## src/rtl/contador_cascata.sv

```systemverilog
// Cascaded BCD down-counter with clamped preset load, zero flag and end-of-count pulse.
// Optional feature: define CONTADOR_CASCATA_AUTO_RECARGA_EN to reload the preset after reaching zero.
module contador_cascata #(
  parameter int DIGITS  = 2,
  parameter int LOW_MAX = 9,
  parameter int TOP_MAX = 5
) (
  input  logic                  clock,
  input  logic                  reset,
  input  logic                  botao,
  input  logic [4*DIGITS-1:0]   preset,
  input  logic                  habilita,
  output logic [4*DIGITS-1:0]   Q,
  output logic                  zero,
  output logic                  fim,
  output logic [1:0]            estado
);

  // state    | meaning
  // PARADO   | idle after reset, waiting for a load
  // CONTANDO | counting down on each enabled clock
  // FIM      | count finished (or zero loaded), Q held
  typedef enum logic [1:0] {
    PARADO   = 2'b00,
    CONTANDO = 2'b01,
    FIM      = 2'b10
  } state_t;

  localparam int W = 4 * DIGITS;

  state_t          state, state_nxt;
  logic [W-1:0]    q_nxt;
  logic [W-1:0]    reload, reload_nxt;
  logic [W-1:0]    clamped, decremented;
  logic            fim_nxt;
  logic [3:0]      dig;
  logic [3:0]      pre;
  logic            borrow;

  function automatic logic [3:0] digit_max(input int i);
    return (i == DIGITS - 1) ? 4'(TOP_MAX) : 4'(LOW_MAX);
  endfunction

  // A digit decrements only while every lower digit is zero; a borrowing zero wraps to its max.
  always_comb begin
    clamped     = '0;
    decremented = '0;
    dig         = '0;
    pre         = '0;
    borrow      = 1'b1;
    for (int i = 0; i < DIGITS; i++) begin
      dig = Q[4*i +: 4];
      pre = preset[4*i +: 4];
      clamped[4*i +: 4] = (pre > digit_max(i)) ? digit_max(i) : pre;
      if (borrow)
        decremented[4*i +: 4] = (dig == 4'd0) ? digit_max(i) : dig - 4'd1;
      else
        decremented[4*i +: 4] = dig;
      borrow = borrow & (dig == 4'd0);
    end
  end

  always_ff @(posedge clock or posedge reset) begin
    if (reset) begin
      state  <= PARADO;
      Q      <= '0;
      reload <= '0;
      fim    <= 1'b0;
    end else begin
      state  <= state_nxt;
      Q      <= q_nxt;
      reload <= reload_nxt;
      fim    <= fim_nxt;
    end
  end

  always_comb begin
    state_nxt  = state;
    q_nxt      = Q;
    reload_nxt = reload;
    fim_nxt    = 1'b0;
    if (botao) begin
      q_nxt      = clamped;
      reload_nxt = clamped;
      state_nxt  = (clamped != '0) ? CONTANDO : FIM;
    end else if (state == CONTANDO && habilita) begin
`ifdef CONTADOR_CASCATA_AUTO_RECARGA_EN
      // Zero is shown for one enabled clock (with the fim pulse) before the reload.
      if (Q == '0) begin
        q_nxt = reload;
      end else begin
        q_nxt   = decremented;
        fim_nxt = (decremented == '0);
      end
`else
      q_nxt = decremented;
      if (decremented == '0) begin
        fim_nxt   = 1'b1;
        state_nxt = FIM;
      end
`endif
    end
  end

  always_comb begin
    zero   = (Q == '0);
    estado = state;
  end

endmodule

```

## config.mk

```make
export PLATFORM = sky130hd
export DESIGN_NAME = contador_cascata
export DESIGN_NICKNAME = d
export VERILOG_FILES = /design/src/rtl/contador_cascata.sv
export SDC_FILE = /design/constraint.sdc
export NUM_CORES = 1
export LEC_CHECK = 0
export ABC_AREA = 1
export BUFFER_PORTS_ARGS = -buffer_cell sky130_fd_sc_hd__buf_2
export CAP_MARGIN = 20
export CORE_UTILIZATION = 47
export CTS_CLUSTER_DIAMETER = 30
export CTS_CLUSTER_SIZE = 14
export DETAILED_ROUTE_END_ITERATION = 10
export HOLD_SLACK_MARGIN = 0.03
export PLACE_DENSITY_LB_ADDON = 0.15
export SLEW_MARGIN = 20
export SYNTH_ARGS = -nofsm -noshare
export SYNTH_HDL_FRONTEND = slang
export SYNTH_SLANG_ARGS = --single-unit
export TNS_END_PERCENT = 30
```

## constraint.sdc

```tcl
create_clock -name clock -period 1.3 [get_ports clock]
set_input_delay 0 -clock clock [delete_from_list [all_inputs] [get_ports clock]]
set_output_delay 0 -clock clock [all_outputs]
set_load 0.1 [all_outputs]
```

==> impl_metrics.tcl <==
set metrics [dict create \
    r2r_cells 9 \
    finalSetupViolCount 9 \
    firstDrtPassIters 4 \
    crit_fanout 4 \
    path_class "flip-flop to flip-flop" \
    cts_buffer_depth 2 \
    whs_endpoint "Q[2]$_DFFE_PP0P_" \
    antenna_left 0 \
    num_vias 854 \
    hold_start "preset[3]" \
    diodes 0 \
    die_h_um 40.1 \
    hold_viol_final 0 \
    worst_slack_ns -0.226 \
    holdPathStages 4 \
    gp_congestion 0.892 \
    port_buffers 23 \
    syn_nets 102 \
    htree_levels 1 \
    ios 24 \
    outcome "finished, violations left" \
    period_share_pct 117 \
    area_growth_pct 63.9 \
    die-area_mm2 0.00161 \
    critPathLaunchType "flip-flop" \
    grt_overflow 0 \
    slew-limit-headroom_pct 67.6 \
    clk_latency_ns 0.27 \
    num_rows 13 \
    slowest_delay_ns 0.49 \
    grt_start_max_net_pins 14 \
    cts_made_buffers 3 \
    first_iter_violations 29 \
    avgSynthCellArea_um2 7.59 \
    dp_slack_ns -0.0735 \
    avgViaCountPerCell 5.77 \
    fin_skew_ns 0.00169 \
    r2r-end "estado[1]$_DFFE_PP0P_" \
    synth_seq_cells 11 \
    grt_pass1_vias 752 \
    reg2reg_from "Q[3]$_DFFE_PP0P_" \
    yosys-top-cells-area "dfrtp_1 (40%), nand2_1 (9.9%), nand3_1 (9.5%)" \
    hp-class "input pin to flip-flop" \
    antenna_found_initial 0 \
    fin_util_pct 84.0 \
    stdcell_area_mm2 0.00112 \
    cp_data_arrival_time_ns 1.69 \
    synthArstFlopShare_pct 100 \
    gr-usage-all-layers_pct 30.7 \
    rrSetupSlack_ns -0.23 \
    layout-drive-gt1-share_pct 55.6 \
    cts_root_buf "clkbuf_4" \
    dpl.hpwl_um 1390 \
    routed_wl_um 2210 \
    hold_slack_ns 0.0543 \
    cp_num_buf_inv 2 \
    yosys-top-cells-count "nand2_1 (18), nand3_1 (13), nor2_1 (12)" \
    worst_pin_slew_ns 0.489 \
    die_w_um 40.1 \
    seq_area_frac_synth_pct 40.3 \
    worstPathCellList "nor2_4 > buf_4 > nand4_1 > nand2_1 > inv_2 > nand3_4 > nand2_1 > nand2_1 > nand2_1" \
    start_util_pct 51.2 \
    coreArea_mm2 0.00133 \
    p_per_area_mw_per_mm2 1410 \
    cpLargestDelayFamily "simple AND/OR/NAND/NOR gates" \
    cap_violations 0 \
    leakagePower_nw 0.525 \
    synth_area_leader_cell "dfrtp_1" \
    failed_checks "setup timing" \
    wl_per_cell_um 14.9 \
    slew_violations 0 \
    clk_pin_slew_ns 0.07 \
    cp.required_ns 1.47 \
    rsz0062_at_grt "yes" \
    cp_common_cell "nand2_1" \
    yosysTopAreaCellShare_pct 40.3 \
    end_kind "flip-flop" \
    fin_crit_ns 1.53 \
    cts.sinks 11 \
    yosysMostFrequentCell "nand2_1" \
    ir_drop_uv 1080 \
    fin_nets 146 \
    drc 0 \
    synth_warnings 0 \
    netlist_area_um2 683 \
    synth_edf_count 0 \
    grt_pass1_wl_um 3190 \
    placed_area_um2 943 \
    cts_tree "done" \
    max_freq_ghz 0.655 \
    ys.flop_type "dfrtp_1" \
    crit_slowest_cell "dfrtp_4" \
    synthCells 90 \
    ys_types 22 \
]
## per-layer routing
metal / up-vias / share of wire, % / track usage (%)
li1: 392 / - / -
met1: 396 / 41 / 35.5
met2: 59 / 50 / 54.0
met3: 7 / 7.2 / 4.44
met4: 0 / 1.7 / 15.5
met5: - / 0 / 0
## metrics by stage
stage / TNS [ns] / cells / total power [W]
after floorplan: -0.865 / 90 / 0.00100
after global placement: -0.0208 / 135 / 0.00116
after global routing: -1.68 / 148 / 0.00164
after CTS: -0.393 / 147 / 0.00147
final: -0.978 / 148 / 0.00158
after detailed placement: -0.125 / 135 / 0.00118
## worst register-to-register path, stage by stage, from the launching register on
cell	delay, ns
dfrtp_4	0.49
nor2_4	0.17
buf_4	0.15
nand4_1	0.14
nand2_1	0.14
inv_2	0.06
nand3_4	0.09
nand2_1	0.06
nand2_1	0.07
nand2_1	0.05
## worst max-delay path by stage
| stage | start | end | cells past startpoint |
|---|---|---|---|
| 6_report | Q[3]$_DFFE_PP0P_ | estado[1]$_DFFE_PP0P_ | 9 |
| 3_5_place_dp | Q[1]$_DFFE_PP0P_ | estado[1]$_DFFE_PP0P_ | 8 |
| 2_1_floorplan | Q[3]$_DFFE_PP0P_ | estado[1]$_DFFE_PP0P_ | 8 |
| 3_3_place_gp | Q[1]$_DFFE_PP0P_ | estado[1]$_DFFE_PP0P_ | 8 |
| 4_1_cts | Q[2]$_DFFE_PP0P_ | estado[1]$_DFFE_PP0P_ | 9 |
| 5_1_grt | Q[3]$_DFFE_PP0P_ | estado[1]$_DFFE_PP0P_ | 9 |
## layout by cell type (no fill, tap or decap)
| master | netlist | final |
|---|---|---|
| buf_2 | 0 | 22 |
| nand2_1 | 18 | 13 |
| nand3_1 | 13 | 10 |
| buf_4 | 0 | 10 |
| nor2_1 | 12 | 9 |
| dfrtp_4 | 0 | 8 |
| nor2_4 | 3 | 7 |
| inv_2 | 4 | 5 |
| inv_1 | 5 | 4 |
| dlygate4sd3_1 | 0 | 4 |
| nand2_4 | 0 | 3 |
| o21ai_1 | 3 | 3 |
| o21ai_0 | 3 | 3 |
| nand2_2 | 1 | 3 |
| clkbuf_4 | 0 | 3 |
| buf_6 | 1 | 3 |
| dfrtp_2 | 0 | 2 |
| o211ai_1 | 2 | 2 |
| a21oi_1 | 2 | 2 |
| nand3_4 | 0 | 2 |
| nand4_1 | 2 | 2 |
| nand3_2 | 1 | 2 |
| nor4_1 | 2 | 2 |
| nor2_2 | 2 | 1 |
| a22o_1 | 1 | 1 |
| or2_4 | 0 | 1 |
| o221ai_1 | 1 | 1 |
| a22oi_1 | 1 | 1 |
| mux2_4 | 0 | 1 |
| clkbuf_1 | 0 | 1 |
| dfrtp_1 | 11 | 1 |
| buf_12 | 0 | 1 |
## cell families after synthesis
family,share of synthesized area (%)
AO/OA/AOI/OAI,11.7
AND/OR/NAND/NOR,39.7
buffers and inverters,6.59
flip-flops,40.3
multiplexers,1.65
## state kept, by name (all words and copies together), names as in the netlist
register and count:
estado 2, Q 8, fim 1
## cell type report
type	count	area, um^2
clock buffers	4	26.3
fillers	76	214
inverters	9	33.8
multi-input cells	69	454
flip-flops and latches	11	308
well taps	15	18.8
repair buffers	40	279
## timing repair
action | in CTS | in global routing
pin swaps | 5 | 10
buffers inserted | 4 | 1
hold buffers | 4 | 0
hold endpoints to repair | 15 | 0
resized for setup | 2 | 16
setup endpoints to repair | 3 | 12
## power by group
group          total (W)  switching [W]  internal, W
sequential      0.000461      0.0000517     0.000409
clock           0.000242       0.000123     0.000119
combinational   0.000875       0.000609     0.000266
Note: power is estimated with default switching activity, not from simulation.
